**src/rtl/cic_comp_fir_if.sv**
```systemverilog
// Stream, coefficient-port and status bundle for cic_comp_fir.
// The filter is the slave; the upstream CIC / control side is the master.
interface cic_comp_fir_if #(
  parameter int DATA_WIDTH = 32,
  parameter int COEF_WIDTH = 18,
  parameter int TAPS       = 16
);
  localparam int ADDR_WIDTH = $clog2(TAPS);

  logic signed [DATA_WIDTH-1:0] in_data;
  logic                         in_valid;
  logic                         in_ready;
  logic signed [DATA_WIDTH-1:0] out_data;
  logic                         out_valid;
  logic                         out_ready;
  logic                         coef_wr_en;
  logic        [ADDR_WIDTH-1:0] coef_addr;
  logic signed [COEF_WIDTH-1:0] coef_wdata;
  logic                         busy;
  logic                         overrun;
  logic                         overrun_clr;

  modport slave (
    input  in_data, in_valid, out_ready, coef_wr_en, coef_addr, coef_wdata, overrun_clr,
    output in_ready, out_data, out_valid, busy, overrun
  );

  modport master (
    output in_data, in_valid, out_ready, coef_wr_en, coef_addr, coef_wdata, overrun_clr,
    input  in_ready, out_data, out_valid, busy, overrun
  );
endinterface

```
**src/rtl/cic_comp_fir.sv**
```systemverilog
// CIC droop-compensation FIR with decimation. One multiply-accumulate per
// clock over a circular delay line, round-half-up and saturate, then hold the
// result until the consumer takes it. Samples arriving while busy are dropped
// and reported through a sticky overrun flag.
module cic_comp_fir #(
  parameter int DATA_WIDTH = 32,
  parameter int COEF_WIDTH = 18,
  parameter int TAPS       = 16,   // power of 2, >= 4
  parameter int DECIM      = 2     // 1 .. TAPS
) (
  input logic           clk,
  input logic           rst_n,
  cic_comp_fir_if.slave bus
);
  localparam int AW     = $clog2(TAPS);
  localparam int PW     = (DECIM > 1) ? $clog2(DECIM) : 1;
  localparam int PROD_W = DATA_WIDTH + COEF_WIDTH;
  // Full-precision sum of TAPS products; never wraps.
  localparam int ACC_W  = DATA_WIDTH + COEF_WIDTH + AW;

  // Half an output LSB in Q1.(COEF_WIDTH-1) accumulator units.
  localparam logic signed [ACC_W-1:0] RND_BIAS = ACC_W'(1) << (COEF_WIDTH - 2);
  localparam logic signed [ACC_W-1:0] SAT_MAX  =
    {{(ACC_W - DATA_WIDTH + 1){1'b0}}, {(DATA_WIDTH - 1){1'b1}}};
  localparam logic signed [ACC_W-1:0] SAT_MIN  =
    {{(ACC_W - DATA_WIDTH + 1){1'b1}}, {(DATA_WIDTH - 1){1'b0}}};

  typedef enum logic [1:0] {
    IDLE,
    MAC,
    ROUND,
    OUT
  } state_e;

  state_e state_q, state_d;

  logic signed [DATA_WIDTH-1:0] dline_q [TAPS];
  logic signed [COEF_WIDTH-1:0] coef_q  [TAPS];

  logic [AW-1:0] wr_ptr_q, wr_ptr_d;
  logic [AW-1:0] k_q, k_d;
  logic [AW-1:0] rd_addr;
  logic [PW-1:0] phase_q, phase_d, phase_inc;

  logic signed [ACC_W-1:0]      acc_q, acc_d;
  logic signed [PROD_W-1:0]     prod;
  logic signed [ACC_W-1:0]      prod_ext;
  logic signed [ACC_W-1:0]      rnd_sum;
  logic signed [ACC_W-1:0]      rnd_shift;
  logic signed [DATA_WIDTH-1:0] sat_val;

  logic signed [DATA_WIDTH-1:0] out_data_q, out_data_d;
  logic                         out_valid_q, out_valid_d;
  logic                         overrun_q, overrun_d;

  logic accept;
  logic drop;
  logic coef_we;

  // Input side handshake: the block only listens while idle, and the CIC
  // cannot be stalled, so anything offered while busy is lost.
  assign accept  = bus.in_valid && (state_q == IDLE);
  assign drop    = bus.in_valid && (state_q != IDLE);
  assign coef_we = bus.coef_wr_en && (state_q == IDLE);

  assign phase_inc = (phase_q == PW'(DECIM - 1)) ? '0 : phase_q + PW'(1);

  // Datapath: tap k reads x[n-k], which sits k+1 slots behind the write
  // pointer; the power-of-2 depth makes the subtraction wrap for free.
  always_comb begin
    rd_addr   = wr_ptr_q - AW'(1) - k_q;
    prod      = coef_q[k_q] * dline_q[rd_addr];
    prod_ext  = ACC_W'(prod);
    rnd_sum   = acc_q + RND_BIAS;
    rnd_shift = rnd_sum >>> (COEF_WIDTH - 1);
    if (rnd_shift > SAT_MAX) begin
      sat_val = {1'b0, {(DATA_WIDTH - 1){1'b1}}};
    end else if (rnd_shift < SAT_MIN) begin
      sat_val = {1'b1, {(DATA_WIDTH - 1){1'b0}}};
    end else begin
      sat_val = rnd_shift[DATA_WIDTH-1:0];
    end
  end

  // Next-state and control: IDLE collects DECIM samples, MAC walks the taps,
  // ROUND produces the sample, OUT holds it until the consumer accepts.
  always_comb begin
    // NOTE: every output gets a default first so no path leaves a variable
    // unassigned, which would otherwise infer a latch.
    state_d     = state_q;
    wr_ptr_d    = wr_ptr_q;
    phase_d     = phase_q;
    k_d         = k_q;
    acc_d       = acc_q;
    out_data_d  = out_data_q;
    out_valid_d = out_valid_q;

    // A drop in the same cycle as a clear wins, so no loss goes unreported.
    if (drop) begin
      overrun_d = 1'b1;
    end else if (bus.overrun_clr) begin
      overrun_d = 1'b0;
    end else begin
      overrun_d = overrun_q;
    end

    case (state_q)
      IDLE: begin
        if (accept) begin
          wr_ptr_d = wr_ptr_q + AW'(1);
          phase_d  = phase_inc;
          if (phase_inc == '0) begin
            state_d = MAC;
            k_d     = '0;
            acc_d   = '0;
          end
        end
      end
      MAC: begin
        acc_d = acc_q + prod_ext;
        k_d   = k_q + AW'(1);
        if (k_q == AW'(TAPS - 1)) begin
          state_d = ROUND;
        end
      end
      ROUND: begin
        out_data_d  = sat_val;
        out_valid_d = 1'b1;
        state_d     = OUT;
      end
      OUT: begin
        if (bus.out_ready) begin
          out_valid_d = 1'b0;
          state_d     = IDLE;
        end
      end
      default: begin
        state_d = IDLE;
      end
    endcase
  end

  // State and scalar datapath registers.
  always_ff @(posedge clk or negedge rst_n) begin
    // NOTE: sequential state is updated only with non-blocking assignments so
    // every register samples the pre-edge value of every other register.
    if (!rst_n) begin
      state_q     <= IDLE;
      wr_ptr_q    <= '0;
      phase_q     <= '0;
      k_q         <= '0;
      acc_q       <= '0;
      out_data_q  <= '0;
      out_valid_q <= 1'b0;
      overrun_q   <= 1'b0;
    end else begin
      state_q     <= state_d;
      wr_ptr_q    <= wr_ptr_d;
      phase_q     <= phase_d;
      k_q         <= k_d;
      acc_q       <= acc_d;
      out_data_q  <= out_data_d;
      out_valid_q <= out_valid_d;
      overrun_q   <= overrun_d;
    end
  end

  // Delay line and coefficient bank; coefficients are frozen outside IDLE so
  // a running MAC always sees one consistent set.
  always_ff @(posedge clk or negedge rst_n) begin
    // NOTE: these small arrays are deliberately reset to zero so the first
    // outputs after reset see a clean history and a known coefficient set;
    // that rules out mapping them onto RAM macros without reset.
    if (!rst_n) begin
      for (int i = 0; i < TAPS; i++) begin
        dline_q[i] <= '0;
        coef_q[i]  <= '0;
      end
    end else begin
      if (accept) begin
        dline_q[wr_ptr_q] <= bus.in_data;
      end
      if (coef_we) begin
        coef_q[bus.coef_addr] <= bus.coef_wdata;
      end
    end
  end

  assign bus.in_ready  = (state_q == IDLE);
  assign bus.busy      = (state_q != IDLE);
  assign bus.out_data  = out_data_q;
  assign bus.out_valid = out_valid_q;
  assign bus.overrun   = overrun_q;

endmodule

```
**src/flat_wrapper.sv**
```systemverilog
// flat-port wrapper written by rule: the top's interface ports become plain ports
module cic_comp_fir_flat 
#(
  parameter int DATA_WIDTH = 32,
  parameter int COEF_WIDTH = 18,
  parameter int TAPS       = 16,                      
  parameter int DECIM      = 2                 
)
  (clk, rst_n, bus_in_data, bus_in_valid, bus_out_ready, bus_coef_wr_en, bus_coef_addr, bus_coef_wdata, bus_overrun_clr, bus_in_ready, bus_out_data, bus_out_valid, bus_busy, bus_overrun);
  cic_comp_fir_if #(.DATA_WIDTH(DATA_WIDTH), .COEF_WIDTH(COEF_WIDTH), .TAPS(TAPS)) bus_i ();
  input logic clk;
  input logic rst_n;
  input wire logic [$bits(bus_i.in_data)-1:0] bus_in_data;
  input wire logic [$bits(bus_i.in_valid)-1:0] bus_in_valid;
  input wire logic [$bits(bus_i.out_ready)-1:0] bus_out_ready;
  input wire logic [$bits(bus_i.coef_wr_en)-1:0] bus_coef_wr_en;
  input wire logic [$bits(bus_i.coef_addr)-1:0] bus_coef_addr;
  input wire logic [$bits(bus_i.coef_wdata)-1:0] bus_coef_wdata;
  input wire logic [$bits(bus_i.overrun_clr)-1:0] bus_overrun_clr;
  output wire logic [$bits(bus_i.in_ready)-1:0] bus_in_ready;
  output wire logic [$bits(bus_i.out_data)-1:0] bus_out_data;
  output wire logic [$bits(bus_i.out_valid)-1:0] bus_out_valid;
  output wire logic [$bits(bus_i.busy)-1:0] bus_busy;
  output wire logic [$bits(bus_i.overrun)-1:0] bus_overrun;
  assign bus_i.in_data = bus_in_data;
  assign bus_i.in_valid = bus_in_valid;
  assign bus_i.out_ready = bus_out_ready;
  assign bus_i.coef_wr_en = bus_coef_wr_en;
  assign bus_i.coef_addr = bus_coef_addr;
  assign bus_i.coef_wdata = bus_coef_wdata;
  assign bus_i.overrun_clr = bus_overrun_clr;
  assign bus_in_ready = bus_i.in_ready;
  assign bus_out_data = bus_i.out_data;
  assign bus_out_valid = bus_i.out_valid;
  assign bus_busy = bus_i.busy;
  assign bus_overrun = bus_i.overrun;
  cic_comp_fir #(.DATA_WIDTH(DATA_WIDTH), .COEF_WIDTH(COEF_WIDTH), .TAPS(TAPS), .DECIM(DECIM)) u_core (.clk(clk), .rst_n(rst_n), .bus(bus_i));
endmodule
```
**config.mk**
```make
export PLATFORM = sky130hd
export DESIGN_NAME = cic_comp_fir_flat
export DESIGN_NICKNAME = d
export VERILOG_FILES = /design/src/rtl/cic_comp_fir_if.sv /design/src/rtl/cic_comp_fir.sv /design/src/flat_wrapper.sv
export SDC_FILE = /design/constraint.sdc
export NUM_CORES = 2
export LEC_CHECK = 0
export CAP_MARGIN = 10
export CORE_MARGIN = 3
export CORE_UTILIZATION = 30
export CTS_CLUSTER_SIZE = 12
export DETAILED_ROUTE_END_ITERATION = 7
export DONT_BUFFER_PORTS = 1
export PLACE_DENSITY = 0.51
export SYNTH_ARGS = -nofsm -noshare
export SYNTH_HDL_FRONTEND = slang
export SYNTH_SLANG_ARGS = --single-unit
```
**constraint.sdc**
```tcl
create_clock -name clk -period 11.03 [get_ports clk]
set_input_delay 1.103 -clock clk [delete_from_list [all_inputs] [get_ports clk]]
set_output_delay 1.103 -clock clk [all_outputs]
set_load 0.02 [all_outputs]
```
Word level (Yosys, flattened, before mapping). Cells that the tools add are included.

Register bits: 899. Input port bits: 60. Output and inout bits: 36. Word-level logic and storage cells: 112.

$add $sub $neg: 7. Multipliers: 1. Order comparisons: 8. Equal/unequal tests: 8. Mux-type cells: 30. Bitwise gates (word level): 4. Reductions and logical operators: 14.

Operators by type and width (count): $bwmux 512 (1); $bwmux 288 (1); $mux 32 (5); $bmux 32 s4 (1); $demux 32 s4 (1); $mux 54 (2); $pmux 54 s2 (1); $bmux 18 s4 (1); $demux 18 s4 (1); $add 54x18->54 const B (1); $add 54x50->54 (1); $mux 18 (3); $mul 18x32->50 (1); $gt 37x32->1 const B (1); $lt 37x32->1 const B (1); $ge 5x5->1 const B (4); $not 4->5 (4); $lt 5x1->1 const B (2); $add 4x1->4 const B (2); $mux 2 (4); $mux 4 (2); $pmux 2 s4 (1); $pmux 4 s2 (1); $reduce_bool 2->1 (4); 15 further kinds (26).

Logic depth before layout (Yosys ltp).
Depth after elaboration: 9. Gate-level depth with buffers: 40. Mapped depth without buffers: 34.

Worst setup path before layout. Ideal clock, no wire load.

Kind: flip-flop to flip-flop. Start: register u_core.k_q[0]. End: register u_core.acc_q[49]. Setup time: 0.122 ns. Arrival: 9.202 ns. Required time: 10.908 ns. Path slack: 1.706 ns. Stages on the path, launching flop included: 36. Clock period less this slack: 9.324 ns. Cells stage by stage: dfrtp_1 > clkbuf_1 > buf_2 > clkbuf_1 > inv_1 > ha_1 > inv_1 > fa_1 > buf_2 > clkbuf_1 > clkbuf_1 > mux4_2 > nand2_1 > nand2_1 > o21ai_1 > nor2_1 > fa_1 > inv_1 > fa_1 > fa_1 > inv_1 > fa_1 > fa_1 > fa_1 > fa_1 > ha_1 > clkbuf_1 > a21oi_1 > o21bai_1 > o2111a_1 > a2bb2oi_1 > a31oi_1 > and2_1 > nor3_1 > or3_1 > a32o_1.

Longest elaborated chain between the ends: 8.

RTL lines: start, declared (line cic_comp_fir.sv:41) `logic [AW-1:0] k_q, k_d;`; start signal, assigned (line cic_comp_fir.sv:160) `k_q <= k_d;`; $sub 4x4->4 (line cic_comp_fir.sv:71) `rd_addr = wr_ptr_q - AW'(1) - k_q;`; $not 4->5 (not written as such) (line cic_comp_fir.sv:72) `prod = coef_q[k_q] * dline_q[rd_addr];`; $bmux 32 s4 (line cic_comp_fir.sv:72); $mux 32 (not written as such) (2 in a row) (line cic_comp_fir.sv:72); $mul 18x32->50 * (line cic_comp_fir.sv:72); $add 54x50->54 * (line cic_comp_fir.sv:120) `acc_d = acc_q + prod_ext;`; $pmux 54 s2 * (line cic_comp_fir.sv:107) `case (state_q)`; end signal, assigned (line cic_comp_fir.sv:152) `acc_q <= '0;`; end signal, assigned (line cic_comp_fir.sv:161) `acc_q <= acc_d;`; end, declared (line cic_comp_fir.sv:45) `logic signed [ACC_W-1:0] acc_q, acc_d;`.

Every way passes the cells marked *; elsewhere a longest branch is shown, timed or not. The select of a mux whose other input is x is not followed. A chain may end at the register's enable or synchronous reset.

Worst setup path in the final report.
Start: register u_core.k_q[0]. End: register u_core.acc_q[48].

The elaborated chain is that of the path after synthesis.

==> out/qor.log <==
qor: outcome.outcome finished, final reports clean
qor: yosys.ys_async_sr_fraction 100%
qor: global_routing.groute.usage.overall 16.5%
qor: worst_setup_path.crit_path_frequent_cell sky130_fd_sc_hd__fa_1
qor: cells_and_area.mostFrequentLayoutCells sky130_fd_sc_hd__dfrtp_1, sky130_fd_sc_hd__mux2_2, sky130_fd_sc_hd__inv_1
qor: yosys.postSynth.topFlopCell sky130_fd_sc_hd__dfrtp_1
qor: worst_setup_path.end_kind flip-flop
qor: floorplanning.die_width 462 um
qor: worst_setup_path.critPathLaunch u_core.k_q[0]$_DFFE_PN0P_
qor: yosys.ys.warnings.count 0
qor: floorplanning.die_area 0.214 mm2
qor: drt.route.antenna.remaining_nets 0
qor: worst_setup_path.worst-endpoint-arrival 10.92 ns
qor: cts.cts.root.buffer_cell sky130_fd_sc_hd__clkbuf_16
qor: yosys.synthesis.area 0.0625 mm2
qor: sta.fmax 0.0968 GHz
qor: cells_and_area.synthToLayoutAreaGrowth 11.2%
qor: drt.vias 39.0k
qor: yosys.synthDominantCellAreaShare 36.0%
qor: cells_and_area.layout_commonest_cell sky130_fd_sc_hd__dfrtp_1
qor: global_routing.grt_antenna_before_repair 1
qor: sta.max_transition_margin 15.7%
qor: yosys.synth_area_leaders sky130_fd_sc_hd__dfrtp_1, sky130_fd_sc_hd__fa_1, sky130_fd_sc_hd__mux2_2
qor: global_routing.grt_pass1_wl 272 mm
qor: global_routing.first_global_vias 42.3k
qor: hold_path.hold_class input port to async pin
qor: worst_setup_path.critical_path.max_fanout 40
qor: yosys.synth_edf_count 0
qor: cts.cts-buffers-inserted 102
qor: cells_and_area.drive_above_1_share 26.9%
qor: cts.h-tree-depth 3
qor: worst_setup_path.crit_cells 30
qor: cts.cts_max_path_buffers 3
qor: cts.clock_pin_slew_reported_for_the_worst_setup_and_hold_paths_after_clock_tree_synthesis 0.06 ns
qor: drt.first_pass_drt_iterations 7
qor: sta.report.final.setup_viol 0
qor: worst_setup_path.critical_path_required 11.62 ns
qor: yosys.postSynthNetCount 6,069
qor: sta.final_hold_viol_count 0
qor: worst_setup_path.crit_family adder cells
qor: floorplanning.start_util 30.4%
qor: worst_setup_path.worst-path-buf-inv 6
qor: cts.tritoncts_num_sinks 899
qor: yosys.syn_area_per_cell 12.0 um2
qor: sta.timing.setup.tns 0 ns
qor: drt.first_iter_violations 2,480
qor: sta.slew_worst_pin 1.26 ns
qor: drt.via_per_inst 4.88
qor: cts.post_cts_repair_setup_buffers 0
qor: yosys.postSynthCellCount 5,224
qor: floorplanning.design.core.area 0.206 mm2
qor: placement.place.detailed.hpwl 119 mm
qor: yosys.yosysSeqAreaShare 36.0%
qor: global_routing.largest_net_degree_at_the_start_of_global_routing 160
qor: placement.gp_routability_congestion 0.871
qor: yosys.yosys.cell_types.count 75
qor: worst_setup_path.worst-r2r-cell-count 30
qor: cts.quantity_of_gates_resized_following_cts 0
qor: drt.wl_per_cell 21.9 um
qor: worst_setup_path.critical_path.reg2reg.endpoint u_core.acc_q[48]$_DFFE_PN0P_
qor: sta.fin_skew 0.0830 ns
qor: worst_setup_path.worstReg2RegStart u_core.k_q[0]$_DFFE_PN0P_
qor: cells_and_area.post-route-util 33.8%
qor: placement.port_buffers 0
qor: cts.cts_tree built
qor: worst_setup_path.reg2reg_setup_slack 0.70 ns
qor: sta.rsz0062_at_grt false
qor: cells_and_area.layout.nets 5,981
qor: worst_setup_path.cp_slowest_stage_delay 1.06 ns
qor: global_routing.grt_remaining_overflow 0
qor: worst_setup_path.criticalPathCategory flip-flop to flip-flop
qor: floorplanning.rows 166
qor: sta.finalCriticalPeriod 10.33 ns
qor: yosys.synth.largest_area_cell sky130_fd_sc_hd__dfrtp_1
qor: sta.final-max-slew-violation-count 0
qor: sta.final.period_utilization 93.7%
qor: drt.drcViolationCount 0
qor: cts.worstSkewPairLatency 0.75 ns
qor: floorplanning.die_h 462 um
qor: worst_setup_path.critPathCapture u_core.acc_q[48]$_DFFE_PN0P_
qor: floorplanning.floorplan.io_pins 96
qor: worst_setup_path.setup.worst_path.start_class flip-flop
qor: cts.cts.hold.buffers_added 0
qor: drt.finalWirelength 175 mm
qor: worst_setup_path.worst_path_max_delay_cell sky130_fd_sc_hd__fa_4
qor: run.max_cap_violations 0
qor: yosys.postSynthRegisterBits 899
## metal layers
metal | wire [um] | track usage [%] | up-vias
li1 | - | - | 17100
met3 | 9240 | 3.20 | 182
met5 | 0 | 0 | -
met4 | 2930 | 3.21 | 0
met2 | 81200 | 26.2 | 845
met1 | 82100 | 23.4 | 20900
## registers in the layout (all words and copies together) (netlist names)
| signal | cells |
|---|---|
| u_core.bus.out_data | 32 |
| u_core.state_q | 2 |
| u_core.coef_q | 288 |
| u_core.k_q | 4 |
| u_core.acc_q | 54 |
| u_core.bus.overrun | 1 |
| u_core.dline_q | 512 |
| u_core.wr_ptr_q | 4 |
| u_core.phase_q | 1 |
| u_core.bus.out_valid | 1 |
## cell usage after synthesis (all sizes together) (13+ instances only)
master    n
a21o     21
a21oi    69
and2     15
and3     14
buf      54
clkbuf  254
dfrtp   899
fa      623
ha      162
inv     671
mux2    812
mux2i    14
mux4    207
nand2   519
nand2b   21
nand3    55
nand4    23
nor2    375
nor2b    13
nor3     16
o21a     34
o21ai   127
o221ai   32
xnor2    59
xor2     28
## cell families after synthesis
| group | share of synthesized area [%] |
|---|---|
| xor+xnor | 1.22 |
| fa+ha+maj | 23.2 |
| buf+inv | 5.98 |
| simple gates | 7.23 |
| compound gates | 4.03 |
| mux | 22.3 |
| flops | 36.0 |
## worst min-delay path by stage
| stage | start | end | slack (ns) | depth (start not counted) |
|---|---|---|---|---|
| after floorplan | u_core.acc_q[10]$_DFFE_PN0P_ | u_core.acc_q[10]$_DFFE_PN0P_ | 0.45 | 2 |
| final | rst_n | u_core.coef_q[214]$_DFFE_PN0P_ | 0.30 | 1 |
| after detailed placement | u_core.acc_q[12]$_DFFE_PN0P_ | u_core.acc_q[12]$_DFFE_PN0P_ | 0.47 | 2 |
| after global placement | u_core.acc_q[12]$_DFFE_PN0P_ | u_core.acc_q[12]$_DFFE_PN0P_ | 0.46 | 2 |
| after global routing | rst_n | u_core.coef_q[214]$_DFFE_PN0P_ | 0.38 | 1 |
| after CTS | rst_n | u_core.coef_q[34]$_DFFE_PN0P_ | 0.36 | 1 |
## through the flow
stage	hold slack, ns	instance area (um2)	setup slack, ns	std cells
floorplan	0.450	62500	1.71	5224
global placement	0.462	66000	0.804	7803
detailed placement	0.472	66000	0.799	7803
CTS	0.355	69500	0.719	7992
global route	0.381	69500	0.265	7993
finish	0.300	69500	0.699	7994
## area by class of cell
type                       instances  area [um2]
antenna                            1        2.50
clock buffer                     152        2990
clock inverter                    37         467
fill                           20300      136000
inverter                         672        2520
multi-input combinational       3345       36500
sequential                       899       22500
tap                             2772        3470
timing repair buffer             116         997
Power is not shown: default switching activity piles up to over one toggle a cycle in this logic, so the estimate is an artifact.
